[config.mk]
export PLATFORM = sky130hd
export DESIGN_NAME = spi_read_arbiter
export DESIGN_NICKNAME = d
export VERILOG_FILES = /design/src/rtl/spi_arb_pkg.sv /design/src/rtl/spi_read_arbiter.sv
export SDC_FILE = /design/constraint.sdc
export NUM_CORES = 1
export LEC_CHECK = 0
export ABC_CLOCK_PERIOD_IN_PS = 3160
export CORE_MARGIN = 2
export CORE_UTILIZATION = 30
export DETAILED_ROUTE_END_ITERATION = 16
export MAX_ROUTING_LAYER = met4
export PLACE_DENSITY_LB_ADDON = 0.3
export SYNTH_ARGS = -nofsm -noshare
export SYNTH_HDL_FRONTEND = slang
export SYNTH_SLANG_ARGS = --single-unit
export TNS_END_PERCENT = 30
[constraint.sdc]
create_clock -name clk -period 3.16 [get_ports clk]
set_input_delay 0.474 -clock clk [delete_from_list [all_inputs] [get_ports clk]]
set_output_delay 0.474 -clock clk [all_outputs]
set_load 0.01 [all_outputs]
[src/rtl/spi_arb_pkg.sv]
// Shared types and constants for the two-port SPI read arbiter.
package spi_arb_pkg;

  typedef enum logic [2:0] {
    ST_IDLE,
    ST_ISSUE,
    ST_WAIT,
    ST_RESP,
    ST_DRAIN
  } state_t;

  localparam logic PORT_IFETCH = 1'b0;
  localparam logic PORT_DLOAD  = 1'b1;

  localparam logic [7:0] ERR_FILL = 8'hFF;

endpackage

[src/rtl/spi_read_arbiter.sv]
// Round-robin arbiter/sequencer sharing one spi_read_byte master between
// instruction fetch (port 0) and data load (port 1), with a done watchdog.
module spi_read_arbiter
  import spi_arb_pkg::*;
#(
  parameter int ADDR_W         = 16,
  parameter int TIMEOUT_CYCLES = 255
) (
  input  logic              clk,
  input  logic              rst_n,
  input  logic              ena,
  input  logic [1:0]        req_valid,
  input  logic [ADDR_W-1:0] req_addr0,
  input  logic [ADDR_W-1:0] req_addr1,
  output logic [1:0]        req_ready,
  output logic [1:0]        resp_valid,
  output logic [7:0]        resp_data,
  output logic              resp_err,
  output logic              spi_start,
  output logic [ADDR_W-1:0] spi_addr,
  input  logic              spi_busy,
  input  logic              spi_done,
  input  logic [7:0]        spi_data
);

  localparam int CNT_W = $clog2(TIMEOUT_CYCLES + 1);
  localparam logic [CNT_W-1:0] CNT_MAX  = CNT_W'(TIMEOUT_CYCLES);
  localparam logic [CNT_W-1:0] CNT_LAST = CNT_W'(TIMEOUT_CYCLES - 1);

  state_t           state, state_nxt;
  logic             owner;
  logic             last_grant;
  logic [CNT_W-1:0] cnt;
  logic             grant_ok;
  logic             win;
  logic             timed_out;

  // Counter is 0 in the first WAIT cycle, so hitting CNT_LAST means the
  // count reaches TIMEOUT_CYCLES on this edge.
  assign timed_out = (cnt == CNT_LAST);

  always_comb begin
    win       = (req_valid == 2'b11) ? ~last_grant : req_valid[PORT_DLOAD];
    grant_ok  = (state == ST_IDLE) && ena && (|req_valid) && !spi_busy;
    req_ready = '0;
    if (grant_ok) req_ready[win] = 1'b1;
    resp_valid = '0;
    if (state == ST_RESP) resp_valid[owner] = 1'b1;
    spi_start = (state == ST_ISSUE);
  end

  always_comb begin
    state_nxt = state;
    case (state)
      ST_IDLE:  if (grant_ok) state_nxt = ST_ISSUE;
      ST_ISSUE: state_nxt = ST_WAIT;
      ST_WAIT:  if (spi_done || timed_out) state_nxt = ST_RESP;
      ST_RESP:  state_nxt = resp_err ? ST_DRAIN : ST_IDLE;
      ST_DRAIN: if (!spi_busy) state_nxt = ST_IDLE;
      default:  state_nxt = ST_IDLE;
    endcase
  end

  always_ff @(posedge clk or negedge rst_n) begin
    if (!rst_n) begin
      state      <= ST_IDLE;
      owner      <= PORT_IFETCH;
      last_grant <= PORT_DLOAD;
      spi_addr   <= '0;
      cnt        <= '0;
      resp_data  <= '0;
      resp_err   <= 1'b0;
    end else begin
      state <= state_nxt;
      if (grant_ok) begin
        owner      <= win;
        last_grant <= win;
        spi_addr   <= win ? req_addr1 : req_addr0;
      end
      if (state == ST_ISSUE) begin
        cnt <= '0;
      end else if (state == ST_WAIT && cnt != CNT_MAX) begin
        cnt <= cnt + CNT_W'(1);
      end
      if (state == ST_WAIT) begin
        if (spi_done) begin
          resp_data <= spi_data;
          resp_err  <= 1'b0;
        end else if (timed_out) begin
          resp_data <= ERR_FILL;
          resp_err  <= 1'b1;
        end
      end
    end
  end

endmodule

==> After elaboration in Yosys (flattened, before gate mapping) <==
Cells that the tools add are included.
Widths: inputs -> output; s select.
{ "classes": {"add_sub_neg": 1, "mul": 0, "div_mod_pow": 0, "order_cmp": 4, "eq_ne": 10, "n_shift": 0, "mux": 19, "bitwise": 1, "n_reduce_logical": 14} }
{ "op_table": {"columns": ["cell", "count"], "rows": [
  ["$mux 8", 4],
  ["$mux 16", 1],
  ["$pmux 3 s5", 1],
  ["$mux 3", 4],
  ["$add 8x1->8 const B", 1],
  ["$eq 8x8->1 const B", 1],
  ["$ne 8x8->1 const B", 1],
  ["$eq 3x2->1 const B", 2],
  ["$logic_and 1x1->1", 6],
  ["$ne 2x2->1 const B", 3],
  ["$mux 1", 5],
  ["$lt 1x2->1 const B", 2],
  ["$mux 2", 2],
  ["$reduce_bool 2->1", 2],
  ["$eq 3x1->1 const B", 1],
  ["$eq 3x3->1 const B", 1],
  ["$logic_not 3->1", 1],
  ["$reduce_and 3->1", 1],
  ["$demux 1 s1", 2],
  ["$eq 2x2->1 const B", 1],
  ["$ge 1x1->1 const B", 2],
  ["$reduce_and 2->1", 1],
  ["$reduce_or 2->1", 1],
  ["$logic_not 1->1", 1],
  ["other kinds (2)", 2]
]} }
{ "totals": {"reg_bits": 38, "latch_bits": 0, "mem_bits_rw": 0, "mem_bits_ro": 0, "inputBits": 47, "out_inout_bits": 30, "wordCells": 56, "mem_count": 0} }

==> Logic depth before layout (Yosys ltp) <==
Gate-level depths: netlist of run 1.
{ "depth": {"ltp_word": 7, "ltp_mapped": 5, "mapped_depth_nobuf": 5} }

==> Least setup slack after synthesis of run 1 <==
OpenSTA, ideal clock, no wires.
{ "synth_path": {"kind": "reg2out", "startpoint": "register state[2]", "endpoint": "output port spi_start", "t_arrival_ps": 1181, "required_time_ps": 2686, "setup_slack_ps": 1505, "path_stages_with_launch": 4, "cell_sequence": "dfrtp_1 > buf_6 > or3b_2 > inv_1"} }
{ "synth_via": {"elab_chain_len": 1} }
{ "synth_lines": {"columns": ["element", "line", "source"], "rows": [
  ["start: declaration", "spi_read_arbiter.sv:30", "state_t state, state_nxt;"],
  ["start signal: assignment", "spi_read_arbiter.sv:74", "state <= state_nxt;"],
  ["$eq 3x1->1", "spi_read_arbiter.sv:49", "spi_start = (state == ST_ISSUE);"],
  ["end: declaration", "spi_read_arbiter.sv:19", "output logic spi_start,"]
]} }
No other way between the ends.

==> Worst setup path in the final report of run 1 <==
{ "layout_path": {"startpoint": "register state[0]", "endpoint": "output port spi_start"} }
Same word-level chain as after synthesis.

==> impl_metrics.toml, run 1 <==
[worst_hold_path]
hp-class = "input port to asynchronous set/reset pin"

[sta]
setup_viol = 0
hold_viol = 0
slew_violations = 0
rsz0062_at_grt = "false"
fin_ws_ns = 0.518
slew_headroom_pct = 43.7
finalCriticalPeriod_ns = 2.64
clock_skew_ns = 0.00284
min_period_over_period_pct = 83.6
fmax_mhz = 379
worstMarginPinSlew_ns = 0.844
whs_ns = 0.291
tns_ns = 0

[critical_path]
crit_chain = "or3b_2, inv_1, clkdlybuf4s50_1"
cp_num_cells = 3
r2r_cells = 3
startpoint_type = "register"
cp_num_buf_inv = 2
path_max_fanout = 10
cp.required_ns = 2.69
setup.worst_path.class = "register to primary output"
critPathTopFamily = "buffers and inverters"
cp_slowest_stage_delay_ns = 0.58
arrival_ns = 2.17
crit_path_top_delay_cell = "dfrtp_1"
critPathCaptureType = "primary output"

[floorplanning]
placeableCoreArea_um2 = 6790
fp.dieH_um = 87.7
rows = 30
start_util_pct = 30.9
die_width_um = 87.7
num_io_pins = 77
die-area_um2 = 7690

[detailed_routing]
num_vias = 1567
drc = 0
totalWireLength_um = 4550
drt_iter0_markers = 83
via_per_inst = 4.60
drt_pass1_iterations = 4
antenna_left = 0
wl_per_cell_um = 13.3

[logic_synthesis]
netlist_area_um2 = 2100
synth_ff_type = "dfrtp_1"
synth_edf_count = 0
synthTopCellsByArea = "dfrtp_1, mux2_4, mux2_2"
yosys_warnings = 0
avgSynthCellArea_um2 = 12.4
yosysTopAreaCellShare_pct = 44.1
async_flop_share_pct = 100
synth_top_area_cell = "dfrtp_1"
yosysMostFrequentCell = "dfrtp_1"
synth_common_cells = "dfrtp_1, mux2_4, mux2_2"
yosysSeqAreaShare_pct = 45.3
synth_cell_types = 43
syn_inst = 170
ys_seq_elements = 38
synth_fp_nets = 219

[global_route]
grt_pass1_vias = 1524
grt_usage_pct = 12.6
grt_max_degree = 39
antenna_found_initial = 0
grt_overflow_total = 0
grt_pass1_wl_um = 7470

[place]
dp.cells = 333
dp_slack_ns = 0.666
gp_congestion = 0.795
placed_area_um2 = 2900
io_buffer_count = 76
hpwl_um = 3280

[clocking]
cts_resized = 0
postCtsHoldBufs = 0
cts_tree = "done"
htree_levels = 2
cts.path.max_buffers = 2
clk_pin_slew_ns = 0.08
clkSinkCount = 38
clk_latency_ns = 0.28
cts-root-buf = "clkbuf_8"
cts_buffers = 5
post_cts_buffers = 0

[pwr]
p_total_mw = 2.30
leakage_nw = 1.27
irDropWorstVdd_mv = 0.406
p_per_area_nw_per_um2 = 769

[layout]
area_delta_synth_final_pct = 42.6
layout.cells.non_filler = 341
design_area_um2 = 3000
final_nets = 293
drive_gt1_share_pct = 23.3
num_antenna_cells = 0
post-route-util_pct = 44.1

[flow_run]
max_cap_violations = 0

[status]
status = "complete, no violations"
[layout by cell type (no fill, tap or decap), drive strengths merged, types with 2 or more instances in the layout]
cell           synthesis  routed
a211oi                 4       4
a21oi                 12      12
a31oi                  4       4
a41oi                  2       2
and3                   2       2
and4                   2       2
and4b                  2       2
buf                   11       4
clkbuf                 1       6
clkdlybuf4s50          0      75
dfrtp                 37      37
ha                     2       2
inv                   11      11
mux2                  34      34
mux2i                  2       2
nand2                  6       6
nand3                  2       2
nand4                  3       3
nor2                   5       5
nor3                   2       2
nor4                   2       2
o21ai                  2       2
o22ai                  8       8
or3b                   2       2
[state kept, by name (all words and copies together) (netlist names)]
signal      cells
resp_data       8
spi_addr       16
owner           1
cnt             8
last_grant      1
state           3
resp_err        1
[worst register-to-register path, cell delays in order, from the launching register on]
cell,delay [ns]
dfrtp_1,0.57
nor3b_4,0.67
o21ai_1,0.24
mux2i_1,0.17
[layout make-up]
type                       instances  area (µm²)
fill                             642        3800
sequential                        38         952
inverter                          11        41.3
multi-input combinational        109        1010
clock buffer                       6        82.6
clock inverter                     2        12.5
timing repair buffer              79         778
tap                               96         120
[power by group]
part           switching, mW  total [mW]  leakage, nW  internal [mW]
Combinational          0.409        1.08        0.746          0.667
Sequential             0.190       0.881        0.475          0.691
Clock                  0.171       0.346       0.0472          0.175
[cell families (layout without fill, tap and decap cells)]
kind of cell | Yosys count | in the layout | share of synthesized area [%]
adder cells (fa/ha/maj) | 2 | 2 | 1.19
AO/OA/AOI/OAI | 37 | 37 | 12.6
AND/OR/NAND/NOR | 34 | 34 | 11.7
multiplexers | 36 | 36 | 22.4
flip-flops | 38 | 38 | 45.3
buffers and inverters | 23 | 98 | 6.85
[layer usage]
layer  track usage (%)  vias to the layer above  share of wire (%)
met2              17.4                       54                 44
met3              3.77                        2                6.7
met4              3.92                        0               0.68
met1              17.6                      730                 48
li1                  -                      781                  -
met5                 -                        -                  0
[worst paths after layout]
kind                                                from                  endpoint  slack, ns
worst max-delay path                state[0]$_DFFE_PN0P_                 spi_start       0.52
worst min register to register  spi_addr[12]$_DFFE_PN0P_  spi_addr[12]$_DFFE_PN0P_       0.51
min in group clk                spi_addr[12]$_DFFE_PN0P_  spi_addr[12]$_DFFE_PN0P_       0.51
max in group asynchronous                          rst_n   spi_addr[8]$_DFFE_PN0P_       2.34
worst max register to register      state[1]$_DFFE_PN0P_        cnt[1]$_DFFE_PN0P_       1.39
worst min-delay path                               rst_n  resp_data[4]$_DFFE_PN0P_       0.29
Power figures use the tool's default switching activity.
==> run 2, diff against run 1 <==
Settings changed: ABC_CLOCK_PERIOD_IN_PS 3160 to 2540.
Clock period 3.16 ns to 2.54 ns, I/O delays scaled along.
==> run 2 against run 1 <==
Effect of this change:
- flip-flop and latch count unchanged
- sequential power up 19%
- clock skew up 0.0048 ns
- utilization up 1.1 points
- clock-buffer cell count down 1
- critical path type unchanged
- highest routed layer unchanged
==> impl_metrics.toml, run 2 (synthesized netlist as in run 1, its figures left out) <==
[layout]
area.sequential_um2 = 952
drive_gt1_share_pct = 24.5
area_delta_synth_final_pct = 46.0
top_regs = "spi_addr (16), cnt (8), resp_data (8)"
largest_register = "spi_addr"
num_antenna_cells = 0
multi_input_area_um2 = 1010
final_nets = 297
largest_reg_flops = 16
layout_commonest_cell = "clkdlybuf4s50_1"
fillCellCount = 649
final_cell_mix = "clkdlybuf4s50_1, dfrtp_1, mux2_4, mux2_2"
layout.cells.non_filler = 345

[global_route]
antenna_found_initial = 0
grt_overflow_total = 0
grt_usage_pct = 13.4
grt_pass1_vias = 1618
grt_pass1_wl_um = 7820
grt_max_degree = 39

[critical_path]
startpoint_type = "register"
setup.worst_path.class = "register to primary output"
arrival_ns = 1.86
critPathCaptureType = "primary output"
path_max_fanout = 4
cp.required_ns = 2.16

[sta]
rsz0062_at_grt = "false"
finalCriticalPeriod_ns = 2.24
tns_ns = 0
slew_headroom_pct = 42.4
fmax_mhz = 447
worstMarginPinSlew_ns = 0.864
min_period_over_period_pct = 88.2
clock_skew_ns = 0.00767
slew_violations = 0
setup_viol = 0
fin_ws_ns = 0.300
hold_viol = 0

[detailed_routing]
wl_per_cell_um = 14.0
totalWireLength_um = 4840
antenna_left = 0
via_per_inst = 4.70
drt_pass1_iterations = 4
num_vias = 1622
drt_iter0_markers = 80
drc = 0

[flow_run]
max_cap_violations = 0

[pwr]
swShare_pct = 32.0
p_total_mw = 3.11
p_clk_share_pct = 20.1
p_seq_share_pct = 33.9
comb_power_share_pct = 46.0
irDropWorstVdd_mv = 0.370
internal_power_mw = 2.11
p_per_area_nw_per_um2 = 1010
leakage_nw = 1.31
switchingPower_uw = 996

[clocking]
cts.path.max_buffers = 2
clk_latency_ns = 0.29
clk_pin_slew_ns = 0.08
clkSinkCount = 38
cts_buffers = 5
postCtsHoldBufs = 0
cts_resized = 0
post_cts_buffers = 0
cts-root-buf = "clkbuf_8"
htree_levels = 2
cts_tree = "done"

[place]
dp_slack_ns = 0.371
hpwl_um = 3460
io_buffer_count = 76
dp.cells = 337
gp_congestion = 0.837

[floorplanning]
die-area_um2 = 7690
start_util_pct = 30.9
num_io_pins = 77
fp.dieH_um = 87.7
placeableCoreArea_um2 = 6790
rows = 30
die_width_um = 87.7

[status]
status = "complete, no violations"

[worst_hold_path]
hp-class = "input port to asynchronous set/reset pin"
## run 2: through the flow
step	util [%]	hold slack, ns	cell area (µm²)
final	45.2	0.193	3070
after global routing	45.2	0.261	3070
after CTS	45.2	0.236	3070
after detailed placement	43.1	0.495	2930
after global placement	43.1	0.495	2930
after floorplan	-	0.0854	2100
## run 2: layer usage
| layer | GRT usage [%] | part of all wire [%] | vias to the layer above |
|---|---|---|---|
| li1 | - | - | 782 |
| met1 | 18.1 | 48 | 772 |
| met2 | 19.3 | 45 | 64 |
| met3 | 3.68 | 6.1 | 4 |
| met4 | 4.34 | 1.1 | 0 |
| met5 | - | 0 | - |
## run 2: cell type report
| type | instances | share of cell area, % |
|---|---|---|
| sequential | 38 | 31.0 |
| clock buffer | 5 | 2.24 |
| timing repair buffer | 83 | 26.3 |
| inverter | 11 | 1.35 |
| multi-input combinational | 109 | 32.9 |
| clock inverter | 3 | 2.24 |
| tap | 96 | 3.92 |
## run 2: critical path, cell delays in order, from the launching register on
cell and delay, ns:
dfrtp_1 0.39, or3b_2 0.52, inv_1 0.11, clkdlybuf4s50_1 0.54
## run 2: worst paths after layout
kind | start | to | slack [ns] | depth (start not counted)
worst max-delay path | state[2]$_DFFE_PN0P_ | spi_start | 0.30 | 3
worst min-delay path | rst_n | resp_data[4]$_DFFE_PN0P_ | 0.19 | 1
worst max register to register | state[2]$_DFFE_PN0P_ | cnt[1]$_DFFE_PN0P_ | 0.81 | 4
worst min register to register | spi_addr[8]$_DFFE_PN0P_ | spi_addr[8]$_DFFE_PN0P_ | 0.51 | 1
max in group asynchronous | rst_n | spi_addr[12]$_DFFE_PN0P_ | 1.80 | 1
min in group clk | spi_addr[8]$_DFFE_PN0P_ | spi_addr[8]$_DFFE_PN0P_ | 0.51 | 1
## run 2: power by group through the flow
| stage | clock network [mW] | registers [mW] | logic, mW |
|---|---|---|---|
| finish | 0.626 | 1.05 | 1.43 |
| global route | 0.660 | 1.10 | 1.55 |
| CTS | 0.638 | 1.05 | 1.44 |
| detailed placement | 0 | 1.05 | 1.44 |
| global placement | 0 | 1.05 | 1.42 |
| floorplan | 0 | 1.10 | 0.788 |
==> run 3, diff against run 2 <==
Settings changed: CORE_UTILIZATION 30 to 40.
==> run 3 against run 2 <==
Effect of this change:
- critical endpoint unchanged
- via count increased by 0.31%
- design area down 3.1%
- register-to-register slack is essentially flat
- largest cell class unchanged
- fmax down 4.4%
- critical path depth unchanged
- largest power group unchanged
- critical path type unchanged
- wire length fell by 5.8%
==> impl_metrics.toml, run 3 (synthesized netlist as in run 1, its figures left out) <==
[sta]
clock_skew_ns = 0.00683
hold_viol = 0
finalCriticalPeriod_ns = 2.34
min_period_over_period_pct = 92.2
setup_viol = 0
worstMarginPinSlew_ns = 0.838
fmax_mhz = 427
whs_ns = 0.195
slew_headroom_pct = 44.2
tns_ns = 0
slew_violations = 0
rsz0062_at_grt = "false"

[floorplanning]
rows = 26
start_util_pct = 41.4
fp.dieH_um = 76.5
num_io_pins = 77
placeableCoreArea_um2 = 5070
die-area_um2 = 5850
die_width_um = 76.5

[critical_path]
arrival_ns = 1.96
rr_endpoint = "cnt[1]$_DFFE_PN0P_"
startpoint_type = "register"
setup.worst_path.class = "register to primary output"
crit_path_top_delay_cell = "clkdlybuf4s50_1"
path_max_fanout = 6
cp_slowest_stage_delay_ns = 0.57
cp_num_buf_inv = 2
critPathCaptureType = "primary output"
crit_chain = "or3b_2, inv_1, clkdlybuf4s50_1"
cp.required_ns = 2.16
r2r_start = "state[2]$_DFFE_PN0P_"
r2r_cells = 4
critPathTopFamily = "buffers and inverters"
ff2ff_setup_slack_ns = 0.82

[clocking]
cts-root-buf = "clkbuf_8"
clkSinkCount = 38
cts.path.max_buffers = 2
htree_levels = 2
clk_latency_ns = 0.28
post_cts_buffers = 0
cts_resized = 0
postCtsHoldBufs = 0
clk_pin_slew_ns = 0.07
cts_tree = "done"
cts_buffers = 5

[layout]
final_nets = 295
num_antenna_cells = 0
post-route-util_pct = 58.6
area_delta_synth_final_pct = 41.6
largest_register = "spi_addr"
final_cell_mix = "clkdlybuf4s50_1, dfrtp_1, mux2_4, mux2_2"
drive_gt1_share_pct = 23.5
top_regs = "spi_addr (16), cnt (8), resp_data (8)"
largest_reg_flops = 16
layout_commonest_cell = "clkdlybuf4s50_1"

[pwr]
leakage_nw = 1.28
p_seq_share_pct = 36.4
switchingPower_uw = 950
p_per_area_nw_per_um2 = 967
internal_power_mw = 1.93
irDropWorstVdd_mv = 0.534
comb_power_share_pct = 49.0
p_clk_share_pct = 14.6
swShare_pct = 33.0

[detailed_routing]
num_vias = 1627
routed.top_layer = "met4"
wl_met2_um = 2110
via_per_inst = 5.13
wl_met3_um = 307
totalWireLength_um = 4560
wl_per_cell_um = 14.4
drt_iter0_markers = 59
drc = 0
antenna_left = 0
drt-met1-wl_um = 2090
drt_pass1_iterations = 4

[global_route]
grt_pass1_vias = 1591
grt_max_degree = 39
grt_overflow_total = 0
grt_usage_pct = 16.7
grt_pass1_wl_um = 7620
antenna_found_initial = 0

[place]
hpwl_um = 3290
io_buffer_count = 76
gp_congestion = 0.749

[flow_run]
max_cap_violations = 0

[worst_hold_path]
hp-class = "input port to asynchronous set/reset pin"

[status]
status = "complete, no violations"
==> run 3: cell type report <==
cell class                 count  area, µm²
fill                         442       2100
multi-input combinational    109       1010
sequential                    38        952
timing repair buffer          81        793
tap                           70       87.6
clock buffer                   7       86.3
inverter                      11       41.3
clock inverter                 1       5.00
==> run 3: power groups by stage <==
stage          clock (mW)  sequential [mW]  combinational [mW]
3_3_place_gp            0             1.05                1.40
5_1_grt             0.463             1.09                1.51
2_1_floorplan           0             1.10               0.788
4_1_cts             0.437             1.05                1.42
3_5_place_dp            0             1.05                1.42
6_report            0.419             1.05                1.41
==> run 3: metrics by stage <==
step	worst slack (ns)	cells	power (mW)	cell area, µm²
after global placement	0.396	309	2.45	2880
final	0.197	317	2.88	2970
after global routing	0.147	317	3.07	2970
after CTS	0.186	317	2.91	2970
after detailed placement	0.382	309	2.47	2880
after floorplan	0.978	170	1.89	2100
==> run 3: metal layers <==
| metal | vias up | GRT usage (%) |
|---|---|---|
| met5 | - | - |
| met4 | 0 | 4.36 |
| met3 | 5 | 4.74 |
| met2 | 60 | 26.2 |
| met1 | 783 | 21.4 |
| li1 | 779 | - |
==> run 3: worst max-delay path by stage <==
stage,startpoint,end,slack (ns),cells after the start
floorplan,state[2]$_DFFE_PN0P_,spi_start,0.98,3
global placement,req_valid[0],req_ready[1],0.40,5
detailed placement,req_valid[0],req_ready[0],0.38,5
CTS,state[2]$_DFFE_PN0P_,spi_start,0.19,3
global route,state[2]$_DFFE_PN0P_,spi_start,0.15,3
finish,state[2]$_DFFE_PN0P_,spi_start,0.20,3
==> run 3: worst reg2reg max path: cells and delay by family (launching register included) <==
family                 cells  cell delay (ns)
and+or+nand+nor            1             0.59
DFF                        1             0.39
AOI/OAI and AO/OA          1             0.26
buffers and inverters      1             0.19
muxes                      1             0.17
